<file path="config.mk">
export PLATFORM = sky130hd
export DESIGN_NAME = bin2bcd_seq_flat
export DESIGN_NICKNAME = d
export VERILOG_FILES = /design/src/rtl/bin2bcd_seq_if.sv /design/src/rtl/bin2bcd_seq.sv /design/src/flat_wrapper.sv
export SDC_FILE = /design/constraint.sdc
export NUM_CORES = 1
export LEC_CHECK = 0
export BUFFER_PORTS_ARGS = -buffer_cell sky130_fd_sc_hd__buf_2
export CORE_ASPECT_RATIO = 1.4
export CORE_MARGIN = 2
export CORE_UTILIZATION = 50
export CTS_CLUSTER_DIAMETER = 80
export DETAILED_ROUTE_END_ITERATION = 10
export PLACE_DENSITY_LB_ADDON = 0.15
export SLEW_MARGIN = 20
export SYNTH_ARGS = -nofsm -noshare
export SYNTH_HDL_FRONTEND = slang
export SYNTH_SLANG_ARGS = --single-unit
</file>
<file path="constraint.sdc">
create_clock -name clk -period 2.1 [get_ports clk]
set_input_delay 0.21 -clock clk [delete_from_list [all_inputs] [get_ports clk]]
set_output_delay 0.21 -clock clk [all_outputs]
set_load 0.005 [all_outputs]
</file>
<file path="src/rtl/bin2bcd_seq_if.sv">
// Handshake bundle for bin2bcd_seq: upstream word in, packed BCD result out.
interface bin2bcd_seq_if #(
  parameter int W = 8,
  parameter int D = 3
);
  logic           in_valid;
  logic           in_ready;
  logic [W-1:0]   bin;
  logic           out_valid;
  logic           out_ready;
  logic [4*D-1:0] bcd;
  logic           ovf;

  modport master (
    output in_valid, bin, out_ready,
    input  in_ready, out_valid, bcd, ovf
  );

  modport slave (
    input  in_valid, bin, out_ready,
    output in_ready, out_valid, bcd, ovf
  );
endinterface

</file>
<file path="src/rtl/bin2bcd_seq.sv">
// Iterative double-dabble binary-to-BCD converter, one input bit per clock,
// with valid/ready on both sides and a sticky overflow flag.
module bin2bcd_seq #(
  parameter int W = 8,
  parameter int D = 3
) (
  input  logic           clk,
  input  logic           rst_n,
  bin2bcd_seq_if.slave   io
);

  localparam int CW = $clog2(W + 1);
  localparam logic [CW-1:0] LAST = CW'(W - 1);

  typedef enum logic [1:0] {IDLE, SHIFT, DONE} state_t;

  state_t         state_q, state_d;
  logic [W-1:0]   bin_q,   bin_d;
  logic [4*D-1:0] dig_q,   dig_d;
  logic           ovf_q,   ovf_d;
  logic [CW-1:0]  cnt_q,   cnt_d;
  logic [4*D-1:0] corr;

  // Add-3 corrections are all taken from the pre-shift digits.
  always_comb begin
    corr = dig_q;
    for (int unsigned i = 0; i < D; i++) begin
      if (dig_q[4*i +: 4] >= 4'd5) corr[4*i +: 4] = dig_q[4*i +: 4] + 4'd3;
    end
  end

  always_comb begin
    state_d = state_q;
    bin_d   = bin_q;
    dig_d   = dig_q;
    ovf_d   = ovf_q;
    cnt_d   = cnt_q;
    unique case (state_q)
      IDLE: begin
        if (io.in_valid) begin
          bin_d   = io.bin;
          dig_d   = '0;
          ovf_d   = 1'b0;
          cnt_d   = '0;
          state_d = SHIFT;
        end
      end
      SHIFT: begin
        // Bit shifted out of the top digit means the value needs more than D digits.
        dig_d = {corr[4*D-2:0], bin_q[W-1]};
        bin_d = bin_q << 1;
        ovf_d = ovf_q | corr[4*D-1];
        cnt_d = cnt_q + 1'b1;
        if (cnt_q == LAST) state_d = DONE;
      end
      DONE: begin
        if (io.out_ready) state_d = IDLE;
      end
      default: state_d = IDLE;
    endcase
  end

  always_ff @(posedge clk or negedge rst_n) begin
    if (!rst_n) begin
      state_q <= IDLE;
      bin_q   <= '0;
      dig_q   <= '0;
      ovf_q   <= 1'b0;
      cnt_q   <= '0;
    end else begin
      state_q <= state_d;
      bin_q   <= bin_d;
      dig_q   <= dig_d;
      ovf_q   <= ovf_d;
      cnt_q   <= cnt_d;
    end
  end

  assign io.in_ready  = (state_q == IDLE);
  assign io.out_valid = (state_q == DONE);
  assign io.bcd       = dig_q;
  assign io.ovf       = ovf_q;

endmodule

</file>
<file path="src/flat_wrapper.sv">
// flat-port wrapper written by rule: the top's interface ports become plain ports
module bin2bcd_seq_flat 
#(
  parameter int W = 8,
  parameter int D = 3
)
  (clk, rst_n, io_in_valid, io_bin, io_out_ready, io_in_ready, io_out_valid, io_bcd, io_ovf);
  bin2bcd_seq_if #(.W(W), .D(D)) io_i ();
  input  logic clk;
  input  logic rst_n;
  input wire logic [$bits(io_i.in_valid)-1:0] io_in_valid;
  input wire logic [$bits(io_i.bin)-1:0] io_bin;
  input wire logic [$bits(io_i.out_ready)-1:0] io_out_ready;
  output wire logic [$bits(io_i.in_ready)-1:0] io_in_ready;
  output wire logic [$bits(io_i.out_valid)-1:0] io_out_valid;
  output wire logic [$bits(io_i.bcd)-1:0] io_bcd;
  output wire logic [$bits(io_i.ovf)-1:0] io_ovf;
  assign io_i.in_valid = io_in_valid;
  assign io_i.bin = io_bin;
  assign io_i.out_ready = io_out_ready;
  assign io_in_ready = io_i.in_ready;
  assign io_out_valid = io_i.out_valid;
  assign io_bcd = io_i.bcd;
  assign io_ovf = io_i.ovf;
  bin2bcd_seq #(.W(W), .D(D)) u_core (.clk(clk), .rst_n(rst_n), .io(io_i));
endmodule
</file>
==> impl_metrics.csv, run 1 <==
group,metric,value,unit
global_routing,antenna_found_initial,0,
yosys,synth-warning-count,0,
clocking,insertion_delay,0.27,ns
placement,portBuffers,26,
layout,post_route_cells_drive_above_1_share,0.2275,
min_path,hold_end,"u_core.bin_q[0]$_DFFE_PN0P_",
clocking,cts_root_buffer,"clkbuf_8",
critical_path,reg2reg_depth,2,
yosys,synth-edff-count,0,
route,drt_iter0_markers,25,
yosys,synth.avg_cell_area,10.37,µm²
layout,final_util,0.5819,
critical_path,worstSetupStartpointType,"flip-flop",
sta,setup_violations,0,
run_status,status,"finished clean",
route,routedWlPerCell,14.73,µm
yosys,synth_nets,163,
clocking,clockBufferDepth,2,
floorplanning,core,2849,µm²
sta,finalHoldViolCount,0,
route,wirelength,3004,µm
sta,slew_headroom,0.5886,
layout,final_nets,187,
floorplanning,dieArea,3447,µm²
placement,hpwlAfterDp,2144,µm
sta,rsz0062_at_grt,"no",
route,drc_errors,0,
yosys,synth_flop_cell,"dfrtp_1",
clocking,post_cts_buffers,0,
layout,area_delta_synth_final,10.97,%
clocking,clk_pin_slew_worst_paths,0.09,ns
global_routing,grt_pass1_vias,1118,
layout,antennaDiodeCount,0,
sta,max_freq,600.9,MHz
critical_path,critPathKind,"flip-flop to flip-flop",
sta,final.period_utilization,0.7925,
critical_path,startpoint,"u_core.state_q[0]$_DFFE_PN0P_",
global_routing,grt_pass1_wl,4912,µm
sta,worst_pin_slew,0.6172,ns
floorplanning,die_x,50.20,µm
sta,finClkSkew,0.006073,ns
global_routing,grt_max_degree,28,
pwr,powerDensity,1551,nW/µm²
sta,fin_crit,1.664,ns
pwr,ir_drop,0.9010,mV
route,drt-vias-per-instance,5.789,
clocking,cts_sinks,27,
layout,nFillCells,259,
clocking,cts_tree,"built",
global_routing,overflow,0,
min_path,hold-path-cell-count,2,
min_path,min-delay-start,"io_bin[0]",
clocking,numCtsBuffers,3,
yosys,synthArstFlopShare,1.000,
layout,seqCellArea,675.6,µm²
critical_path,rr_endpoint,"u_core.io.bcd[2]$_DFFE_PN0P_",
sta,slew_violations,0,
yosys,ys_ff_latch,27,
yosys,synthCells,144,
critical_path,critPathCaptureType,"flip-flop",
floorplanning,ios,27,
yosys,synthDistinctLibCells,31,
placement,routabilityCongestion,0.8196,
sta,fin_tns_setup,0,ns
route,vias,1181,
min_path,hold_class,"input port to flip-flop",
floorplanning,initial_core_util,0.5244,
job,cap_violations,0,
yosys,netlist_area,1494,µm²
floorplanning,die_h,68.68,µm
route,dr.pass1.iters,4,
global_routing,grt_util_all_layers,0.1872,
layout,multi_input_area,686.9,µm²
pwr,leakagePower,0.7678,nW
critical_path,path_max_fanout,18,
critical_path,cp.required,2.26,ns
yosys,yosysSeqAreaShare,0.4523,
route,antenna_left,0,
floorplanning,row_count,23,
critical_path,rrSetupSlack,0.44,ns
critical_path,worstReg2RegStart,"u_core.state_q[0]$_DFFE_PN0P_",
clocking,htreeDepth,1,
critical_path,crit_arrival,1.82,ns
==> worst max path at each step <==
stage / to / cells after the start
after floorplan: u_core.io.bcd[10]$_DFFE_PN0P_ / 5
after global placement: u_core.io.bcd[3]$_DFFE_PN0P_ / 3
after CTS: u_core.io.bcd[2]$_DFFE_PN0P_ / 2
final: u_core.io.bcd[2]$_DFFE_PN0P_ / 2
after detailed placement: u_core.io.bcd[2]$_DFFE_PN0P_ / 2
after global routing: u_core.io.bcd[2]$_DFFE_PN0P_ / 2
==> cell type report <==
class / instances / area share
Clock buffer: 4 / 0.02717
Multi-Input combinational cell: 93 / 0.4143
Sequential cell: 27 / 0.4075
Timing Repair Buffer: 28 / 0.08906
Inverter: 15 / 0.03396
Tap cell: 37 / 0.02792
==> registers in the layout, summed over array words and instances (netlist names) <==
| name | cells |
|---|---|
| u_core.io.bcd | 12 |
| u_core.bin_q | 8 |
| u_core.cnt_q | 4 |
| u_core.state_q | 2 |
| u_core.io.ovf | 1 |
==> repair_timing <==
item / CTS / global route
endpoints found under the hold margin: 27 / 0
gates resized for setup: 0 / 0
hold buffers: 1 / 0
==> worst max-delay path, stage by stage, from the launching register on <==
cell and delay, ns:
dfrtp_1 0.71, nand2b_1 0.43, o311ai_1 0.42
==> where the power goes <==
group          total, mW  leakage, nW  internal (mW)  switching [mW]
combinational       1.29        0.399          0.596           0.690
sequential         0.995        0.346          0.748           0.246
clock              0.291       0.0228          0.136           0.156
==> Yosys cell counts, types with 2 or more instances <==
cell type | number | area [µm²]
a22o_1 | 3 | 26.28
ha_1 | 7 | 87.58
o21a_1 | 3 | 22.52
a32o_1 | 4 | 40.04
buf_2 | 3 | 15.01
o21ai_0 | 12 | 60.06
nand2_1 | 17 | 63.81
o311ai_1 | 3 | 26.28
nor2b_1 | 4 | 25.02
inv_1 | 15 | 56.30
nor2_1 | 4 | 15.01
xnor2_1 | 3 | 26.28
o32ai_1 | 2 | 17.52
o2111ai_1 | 6 | 52.55
a22oi_1 | 7 | 52.55
o221ai_2 | 2 | 30.03
o31ai_2 | 3 | 37.54
o21ai_1 | 2 | 10.01
buf_6 | 4 | 45.04
buf_4 | 2 | 15.01
dfrtp_1 | 27 | 675.7
o31ai_1 | 2 | 15.01
==> layout by cell type (no fill, tap or decap), types with 3 or more instances in the layout <==
cell       count
a22o_1         3
a22oi_1        7
a32o_1         4
buf_2         26
clkbuf_8       3
dfrtp_1       27
ha_1           7
inv_1         15
nand2_1       17
nor2_1         4
nor2b_1        4
o2111ai_1      6
o21a_1         3
o21ai_0       12
o311ai_1       3
o31ai_2        3
xnor2_1        3
==> kinds of logic after synthesis <==
family / count (synthesis) / synth area share
buffers and inverters: 24 / 0.08793
and+or+nand+nor: 29 / 0.09128
DFF: 27 / 0.4523
muxes: 1 / 0.007537
xor gates and xnor gates: 3 / 0.01759
adders and majority gates: 7 / 0.05862
AOI/OAI and AO/OA: 53 / 0.2848
==> metal layers <==
| metal | up-vias | track usage | share of wire |
|---|---|---|---|
| li1 | 571 | - | - |
| met1 | 585 | 0.2218 | 0.45 |
| met2 | 21 | 0.3388 | 0.51 |
| met3 | 4 | 0.02586 | 0.027 |
| met4 | 0 | 0.07986 | 0.012 |
| met5 | - | 0 | 0 |
==> through the flow <==
stage | cells | area (µm²) | power (mW) | worst slack (ns) | hold slack (ns)
final | 204 | 1658 | 2.572 | 0.4358 | 0.1901
after global routing | 204 | 1658 | 2.793 | 0.3120 | 0.1942
after CTS | 204 | 1658 | 2.598 | 0.4073 | 0.1819
after detailed placement | 199 | 1603 | 2.301 | 0.4440 | 0.2553
after global placement | 199 | 1603 | 2.239 | 0.4900 | 0.2568
after floorplan | 144 | 1494 | 2.025 | 0.7577 | -0.08559
Note: power is estimated with default switching activity, not from simulation.
==> run 2: changes to the inputs <==
CORE_UTILIZATION = 49   (was 50)
clock period = 1.5 ns   (was 2.1 ns; I/O delays follow)
==> impl_metrics.csv, run 2 (synthesized netlist as in run 1, its figures left out) <==
group,metric,value,unit
clocking,cts_tree,"built",
critical_path,critPathKind,"flip-flop to flip-flop",
global_routing,grt_max_degree,28,
critical_path,crit_arrival,1.63,ns
clocking,cts_root_buffer,"clkbuf_8",
sta,slew_headroom,0.5786,
global_routing,overflow,0,
layout,post_route_cells_drive_above_1_share,0.3408,
floorplanning,row_count,23,
sta,slew_violations,0,
layout,multi_input_area,718.2,µm²
sta,fin_crit,1.466,ns
clocking,cts_sinks,27,
global_routing,grtUsageMet1,0.2570,
placement,place_inst,205,
sta,setup_violations,0,
global_routing,grt_pass1_vias,1225,
layout,final_cells,216,
clocking,clockBufferDepth,2,
route,dr.pass1.iters,4,
pwr,ir_drop,1.003,mV
route,drt_iter0_markers,25,
layout,area_delta_synth_final,20.02,%
route,routedWlPerCell,15.61,µm
clocking,clk_pin_slew_worst_paths,0.10,ns
pwr,powerDensity,2246,nW/µm²
pwr,clockPowerShare,0.106,
critical_path,critPathMaxStageDelay,0.40,ns
global_routing,use_met3,0.02586,
route,drt-vias-per-instance,5.671,
sta,worst_pin_slew,0.6321,ns
placement,portBuffers,26,
layout,layout_commonest_cell,"dfrtp_1",
floorplanning,ios,27,
layout,final_nets,199,
floorplanning,die_x,50.67,µm
pwr,pwr-share-comb,0.564,
pwr,total_power,4.026,mW
layout,largest_reg_flops,12,
pwr,p_sw,1.686,mW
critical_path,crit_buf_inv,1,
layout,antennaDiodeCount,0,
clocking,numCtsBuffers,3,
sta,final.period_utilization,0.9774,
route,wirelength,3372,µm
clocking,insertion_delay,0.28,ns
pwr,swShare,0.4187,
global_routing,grt_pass1_wl,5575,µm
floorplanning,core,2878,µm²
floorplanning,initial_core_util,0.5191,
critical_path,path_delay_family,"compound AO/OA/AOI/OAI gates",
min_path,hold_class,"input port to flip-flop",
route,drc_errors,0,
critical_path,cp.required,1.67,ns
sta,max_freq,682.1,MHz
layout,nFillCells,254,
route,vias,1225,
global_routing,grt_util_all_layers,0.2028,
critical_path,path_max_fanout,4,
floorplanning,die_h,69.33,µm
sta,finalHoldViolCount,0,
job,cap_violations,0,
clocking,htreeDepth,1,
run_status,status,"finished clean",
pwr,seqPwrFrac,0.330,
layout,seqCellArea,675.6,µm²
critical_path,critPathCaptureType,"flip-flop",
critical_path,crit_slowest_cell,"dfrtp_1",
critical_path,crit_chain,"inv_1, ha_2, nor2b_2, o21a_1, o311ai_1",
global_routing,grtUsageMet2,0.3392,
placement,routabilityCongestion,0.8042,
critical_path,worstSetupStartpointType,"flip-flop",
floorplanning,dieArea,3513,µm²
pwr,intPower,2.340,mW
layout,mostFrequentLayoutCells,"27 x dfrtp_1, 26 x buf_2, 17 x nand2_1, 15 x inv_1",
sta,finClkSkew,0.009645,ns
placement,hpwlAfterDp,2268,µm
pwr,leakagePower,0.8393,nW
route,antenna_left,0,
global_routing,top_usage_layer,"met2",
global_routing,antenna_found_initial,0,
## run 2: cell types whose count changed in the layout (fill, tap and decap cells not counted), sizes merged
cell / previous run / this run
clkbuf: 4 / 3
buf: 27 / 39
clkinv: 0 / 1
## run 2: worst reg2reg max path, delay by kind of cell (launching register included)
family	cells	cell delay, ns
buf+inv	1	0.10
fa+ha+maj	1	0.21
compound gates	2	0.48
flops	1	0.40
simple gates	1	0.17
## run 2: what timing repair did
action | 4_1_cts | 5_1_grt
hold endpoints to repair | 27 | 0
hold buffers | 1 | 0
endpoints found under the setup margin | 0 | 16
gates resized for setup | 0 | 10
setup buffers | 0 | 6
## run 2: area by class of cell
| cell class | instances | share of cell area |
|---|---|---|
| Clock buffer | 3 | 0.02303 |
| Clock inverter | 1 | 0.002791 |
| Inverter | 15 | 0.03140 |
| Multi-Input combinational cell | 93 | 0.4006 |
| Sequential cell | 27 | 0.3768 |
| Tap cell | 37 | 0.02582 |
| Timing Repair Buffer | 40 | 0.1396 |
## run 2: layer usage
metal / share of wire / vias up / routed length (µm)
met5: 0 / - / 0
met4: 0.017 / 0 / 57
met3: 0.034 / 5 / 114
met2: 0.53 / 36 / 1798
met1: 0.42 / 591 / 1401
li1: - / 593 / -
## run 2: final timing paths
path	cells past startpoint	start	endpoint	slack [ns]
max	5	u_core.io.bcd[0]$_DFFE_PN0P_	u_core.io.bcd[2]$_DFFE_PN0P_	0.03
min	2	io_bin[0]	u_core.bin_q[0]$_DFFE_PN0P_	0.12
max reg2reg	5	u_core.io.bcd[0]$_DFFE_PN0P_	u_core.io.bcd[2]$_DFFE_PN0P_	0.03
min reg2reg	2	u_core.bin_q[7]$_DFFE_PN0P_	u_core.io.bcd[0]$_DFFE_PN0P_	0.50
max in group asynchronous	2	rst_n	u_core.bin_q[4]$_DFFE_PN0P_	0.67
min in group asynchronous	2	rst_n	u_core.io.bcd[5]$_DFFE_PN0P_	0.42
## run 2: power by group through the flow
stage	combinational (mW)	clock, mW	sequential [mW]
final	2.27	0.428	1.33
after global routing	2.55	0.463	1.38
after CTS	2.00	0.435	1.32
after detailed placement	1.99	0	1.34
after global placement	1.90	0	1.32
after floorplan	1.54	0	1.30
## run 2: per-stage QoR
stage	cell area, µm²	util	hold WS, ns	TNS, ns	setup WS [ns]
2_1_floorplan	1494	-	-0.1456	0	0.1577
3_3_place_gp	1648	0.5726	0.1992	0	0.1243
3_5_place_dp	1648	0.5726	0.1948	0	0.03125
4_1_cts	1704	0.5922	0.1208	0	0.004465
5_1_grt	1793	0.6230	0.1227	-0.1300	-0.06895
6_report	1793	0.6230	0.1178	0	0.03395
